==> src/rtl/flash_pkg.sv <==
// Shared constants and FSM state type for the Pass-Keeper flash store.
package flash_pkg;

    localparam int FLASH_ADDR_W = 4;
    localparam int FLASH_DATA_W = 256;
    // The top address is reserved, so one slot is never usable.
    localparam int MAX_RECORDS  = (1 << FLASH_ADDR_W) - 1;

    typedef enum logic [1:0] {
        IDLE,
        PROG,
        ACK,
        ERASE
    } state_t;

endpackage

==> src/rtl/flash_array.sv <==
// Record storage with a valid bitmap; invalid entries always read as zero.
module flash_array #(
    parameter int ADDR_W = 4,
    parameter int DATA_W = 256
) (
    input  logic              clk,
    input  logic              rst,
    input  logic              we,
    input  logic              clr,
    input  logic [ADDR_W-1:0] waddr,
    input  logic [DATA_W-1:0] wdata,
    input  logic [ADDR_W-1:0] raddr,
    output logic [DATA_W-1:0] rdata
);

    localparam int DEPTH = 1 << ADDR_W;

    logic [DATA_W-1:0] mem [DEPTH];
    logic [DEPTH-1:0]  valid;

    always_ff @(posedge clk or posedge rst) begin
        if (rst) begin
            valid <= '0;
            rdata <= '0;
        end else begin
            rdata <= valid[raddr] ? mem[raddr] : '0;
            if (we) begin
                valid[waddr] <= 1'b1;
            end else if (clr) begin
                valid[waddr] <= 1'b0;
            end
        end
    end

    // Contents are deliberately not reset; the valid bitmap masks stale data.
    always_ff @(posedge clk) begin
        if (we) begin
            mem[waddr] <= wdata;
        end else if (clr) begin
            mem[waddr] <= '0;
        end
    end

endmodule

==> src/rtl/flash_store_responder.sv <==
// Flash-side responder: append/overwrite records with emulated program latency and an erase walk.
module flash_store_responder
    import flash_pkg::*;
#(
    parameter int ADDR_W      = FLASH_ADDR_W,
    parameter int DATA_W      = FLASH_DATA_W,
    parameter int PROG_CYCLES = 4
) (
    input  logic              clk,
    input  logic              rst,
    input  logic              flash_write,
    input  logic [ADDR_W-1:0] add_flash,
    input  logic [DATA_W-1:0] write_data_flash,
    input  logic              erase,
    output logic [DATA_W-1:0] data_flash,
    output logic [ADDR_W-1:0] max_address,
    output logic              busy,
    output logic              wr_ack,
    output logic              wr_err,
    output logic              full
);

    localparam logic [ADDR_W-1:0] TOP_ADDR = '1;

    state_t            state;
    state_t            state_next;
    logic [3:0]        timer;
    logic [ADDR_W-1:0] count;
    logic [ADDR_W-1:0] prog_addr;
    logic [ADDR_W-1:0] erase_idx;
    logic [DATA_W-1:0] prog_data;
    logic              req_ok;
    logic              req_bad;
    logic              commit;

    always_comb begin
        state_next = state;
        req_ok     = 1'b0;
        req_bad    = 1'b0;
        commit     = 1'b0;
        case (state)
            IDLE: begin
                // Erase wins over a simultaneous write, which is then reported as rejected.
                if (erase) begin
                    state_next = ERASE;
                    req_bad    = flash_write;
                end else if (flash_write) begin
                    if (add_flash <= count && add_flash != TOP_ADDR) begin
                        state_next = PROG;
                        req_ok     = 1'b1;
                    end else begin
                        req_bad = 1'b1;
                    end
                end
            end
            PROG: begin
                if (timer == 4'd0) begin
                    commit     = 1'b1;
                    state_next = ACK;
                end
            end
            ACK:   state_next = IDLE;
            ERASE: begin
                if (erase_idx == TOP_ADDR) begin
                    state_next = IDLE;
                end
            end
            default: state_next = IDLE;
        endcase
    end

    always_ff @(posedge clk or posedge rst) begin
        if (rst) begin
            state       <= IDLE;
            timer       <= '0;
            count       <= '0;
            prog_addr   <= '0;
            prog_data   <= '0;
            erase_idx   <= '0;
            wr_err      <= 1'b0;
            max_address <= '0;
            full        <= 1'b0;
        end else begin
            state       <= state_next;
            wr_err      <= req_bad;
            max_address <= count;
            full        <= (count == TOP_ADDR);
            if (req_ok) begin
                prog_addr <= add_flash;
                prog_data <= write_data_flash;
                timer     <= 4'(PROG_CYCLES - 1);
            end
            if (state == PROG && timer != 4'd0) begin
                timer <= timer - 4'd1;
            end
            if (commit && prog_addr == count) begin
                count <= count + ADDR_W'(1);
            end
            if (state == IDLE && erase) begin
                count     <= '0;
                erase_idx <= '0;
            end
            if (state == ERASE) begin
                erase_idx <= erase_idx + ADDR_W'(1);
            end
        end
    end

    assign busy   = (state == PROG) || (state == ERASE);
    assign wr_ack = (state == ACK);

    flash_array #(
        .ADDR_W(ADDR_W),
        .DATA_W(DATA_W)
    ) u_array (
        .clk  (clk),
        .rst  (rst),
        .we   (commit),
        .clr  (state == ERASE),
        .waddr((state == ERASE) ? erase_idx : prog_addr),
        .wdata(prog_data),
        .raddr(add_flash),
        .rdata(data_flash)
    );

endmodule
==> config.mk <==
export PLATFORM = sky130hd
export DESIGN_NAME = flash_store_responder
export DESIGN_NICKNAME = d
export VERILOG_FILES = /design/src/rtl/flash_pkg.sv /design/src/rtl/flash_array.sv /design/src/rtl/flash_store_responder.sv
export SDC_FILE = /design/constraint.sdc
export NUM_CORES = 2
export LEC_CHECK = 0
export BUFFER_PORTS_ARGS = -buffer_cell sky130_fd_sc_hd__buf_2
export CAP_MARGIN = 20
export CORE_UTILIZATION = 59
export CTS_BUF_LIST = sky130_fd_sc_hd__clkbuf_8
export DETAILED_ROUTE_END_ITERATION = 10
export PLACE_DENSITY = 0.76
export SKIP_LAST_GASP = 1
export SYNTH_ARGS = -nofsm -noshare
export SYNTH_HDL_FRONTEND = slang
export SYNTH_SLANG_ARGS = --single-unit
==> constraint.sdc <==
create_clock -name clk -period 23.3 [get_ports clk]
set_clock_uncertainty 0.05 [all_clocks]
set_input_delay 4.66 -clock clk [delete_from_list [all_inputs] [get_ports clk]]
set_output_delay 4.66 -clock clk [all_outputs]
set_load 0.03 [all_outputs]
==> flow_summary.toml <==
[min_path]
hold_class = "flip-flop to flip-flop"

[die]
start_util = 0.595
coreArea_mm2 = 0.292
die_area_mm2 = 0.296
die_y_um = 544
fp.dieW_um = 544
ios = 528
fp-row-count = 198

[global_routing]
antenna_found_initial = 25
grt_usage = 0.292
grt_pass1_vias = 90500
grt-ovfl-total = 0
grt_max_degree = 158
grt_pass1_wl_um = 618000

[critical_path]
crit_required_ns = 24.28
cp-start-kind = "input pin"
end_kind = "flip-flop"
critPathArrivalTime_ns = 9.91
criticalPathCategory = "input pin to flip-flop"
critPathMaxFanout = 46

[synth]
synth_edf_count = 4096
synthArstFlopShare = 0.119
synth_area_leaders = "edfxtp_1 (71%), mux4_2 (11%), dfrtp_1 (8.0%)"
syn_inst = 8093
synth_nets = 8364
ys_ff_latch = 4648
synthFlopType = "edfxtp_1"
yosysUniqueCellTypes = 50
yosys_warnings = 0
synth_top_area_frac = 0.709
syn_area_per_cell_um2 = 21.4
synth_largest_area_cell = "edfxtp_1"
seq_area_frac_synth = 0.788
syn_area_mm2 = 0.174

[sta]
slew_headroom = 0.238
drv_slew = 0
period_minus_slack_ns = 8.93
tightest_slew_ns = 1.14
setup_violations = 0
fin_crit_sh = 0.383
layout_setup_ws_ns = 14.37
grt_setup_unrepaired = "false"
fmax_ghz = 0.112
finalHoldViolCount = 0
tns_ns = 0
worst_hold_slack_ns = 0.446

[drt]
vias_per_cell = 6.56
drc = 0
drtIter0Drc = 11200
firstDrtPassIters = 6
detailroute.via_count = 88900
drtAntennaViolNets = 0
wl_um = 431000
wl_per_cell_um = 31.9

[run_status]
outcome = "finished clean"

[layout]
drive_above_1_share = 0.291
final_nets = 9295
final_cells = 13500
syn_to_final_growth_pct = 12.1

[place]
dp.cells = 12200
hpwl_um = 220000
numPortBuffers = 527
dp_slack_ns = 13.07
place_congestion = 0.773

[clock_network]
cts_buffer_depth = 4
clock_latency_ns = 1.21
root_buffer = "clkbuf_8"
cts_sinks = 4648
path_clk_slew_ns = 0.06
h-tree-depth = 6
cts.repair.resized = 0
cts_tree = "yes"
numCtsBuffers = 702
cts_hold_buffers = 0
cts_setup_buffers = 0

[power]
p_leak_uw = 0.0675
ir_drop_mv = 0.0982
powerDensity_mw_per_mm2 = 107

[flow_run]
maxCapViolations = 0
## metal layers
layer	global-route usage	wire, um	part of all wire
met5	0	55	0.00013
met4	0.0990	13200	0.031
met3	0.0562	46800	0.11
met2	0.471	212000	0.49
met1	0.405	160000	0.37
## registers in the layout (all words and copies together) (netlist names), named ones only
register	flops
count	4
max_address	4
prog_addr	4
u_array.mem	4096
erase_idx	4
wr_err	1
timer	4
prog_data	256
u_array.rdata	256
full	1
state	2
## cell usage after synthesis, types with 2 or more instances
master	number
a21oi_1	319
a221oi_1	73
a22oi_1	324
a31oi_1	4
and2_1	261
and3_1	4
buf_1	28
buf_2	141
buf_4	56
clkbuf_1	254
dfrtp_1	552
edfxtp_1	4096
ha_1	7
inv_1	11
mux2_1	9
mux2_2	269
mux2i_1	324
mux4_2	839
nand2_1	73
nand2b_1	4
nand3_1	2
nor2_1	33
nor2b_1	9
nor3_1	64
o211ai_1	58
o21ai_0	195
o22ai_1	58
xor2_1	4
## cell families (layout without fill, tap and decap cells)
kind of cell / count (synthesis) / count (layout) / share of synthesized area
AO/OA/AOI/OAI: 1041 / 1041 / 0.0378
XOR/XNOR: 5 / 5 / 0.000252
adder cells (fa/ha/maj): 7 / 7 / 0.000505
buffers and inverters: 490 / 2027 / 0.0128
flip-flops: 4648 / 4648 / 0.788
multiplexers: 1441 / 1441 / 0.146
other: 0 / 7 / 0
AND/OR/NAND/NOR: 461 / 461 / 0.0148
## stage by stage
step	total power (uW)	area, um^2	utilization
2_1_floorplan	13400	174000	-
3_3_place_gp	14200	181000	0.619
3_5_place_dp	14400	181000	0.620
4_1_cts	20800	195000	0.667
5_1_grt	21400	195000	0.667
6_report	20700	195000	0.667
## report_power, final
part / switching (uW) / internal, uW / total (uW)
logic: 2090 / 737 / 2830
registers: 380 / 11100 / 11500
clock network: 3190 / 3270 / 6460
## cells in the final DEF, fill, tap and decap left out, types with 58 or more instances in the layout
master / count
a221oi_1: 73
edfxtp_1: 4096
clkinv_1: 106
nand2_1: 71
dfrtp_1: 552
nor3_1: 64
o22ai_1: 58
mux2i_1: 324
buf_4: 154
clkinv_2: 101
buf_2: 523
clkbuf_8: 770
and2_1: 257
mux2_2: 269
o211ai_1: 58
a21oi_1: 319
o21ai_0: 195
inv_1: 266
mux4_2: 839
a22oi_1: 324
## final timing paths
| kind | from | end | cells past startpoint | slack (ns) |
|---|---|---|---|---|
| setup reg to reg | state[0]$_DFFE_PP0P_ | u_array.mem[8][55]$_DFFE_PP_ | 8 | 17.51 |
| max in group asynchronous | rst | prog_data[202]$_DFFE_PP0P_ | 5 | 16.74 |
| min in group asynchronous | rst | prog_data[82]$_DFFE_PP0P_ | 2 | 3.50 |
| hold / removal | prog_data[174]$_DFFE_PP0P_ | prog_data[174]$_DFFE_PP0P_ | 1 | 0.45 |
| setup / recovery | add_flash[0] | u_array.rdata[121]$_DFF_PP0_ | 9 | 14.37 |
| hold reg to reg | prog_data[174]$_DFFE_PP0P_ | prog_data[174]$_DFFE_PP0P_ | 1 | 0.45 |
## area by class of cell
cell class / instances / area, um^2
Antenna cell: 7 / 17.5
Clock buffer: 769 / 10600
Clock inverter: 541 / 3150
Fill cell: 18200 / 97300
Inverter: 11 / 50.0
Multi-Input combinational cell: 2955 / 34800
Sequential cell: 4648 / 137000
Tap cell: 3900 / 4880
Timing Repair Buffer: 706 / 4330
## critical path: stages
cell	delay [ns]
buf_8	0.42
buf_4	0.78
mux4_2	0.59
mux2_2	0.30
o21ai_4	0.67
buf_4	0.80
buf_4	0.77
buf_4	0.61
nor3_1	0.15
Power figures use the tool's default switching activity.
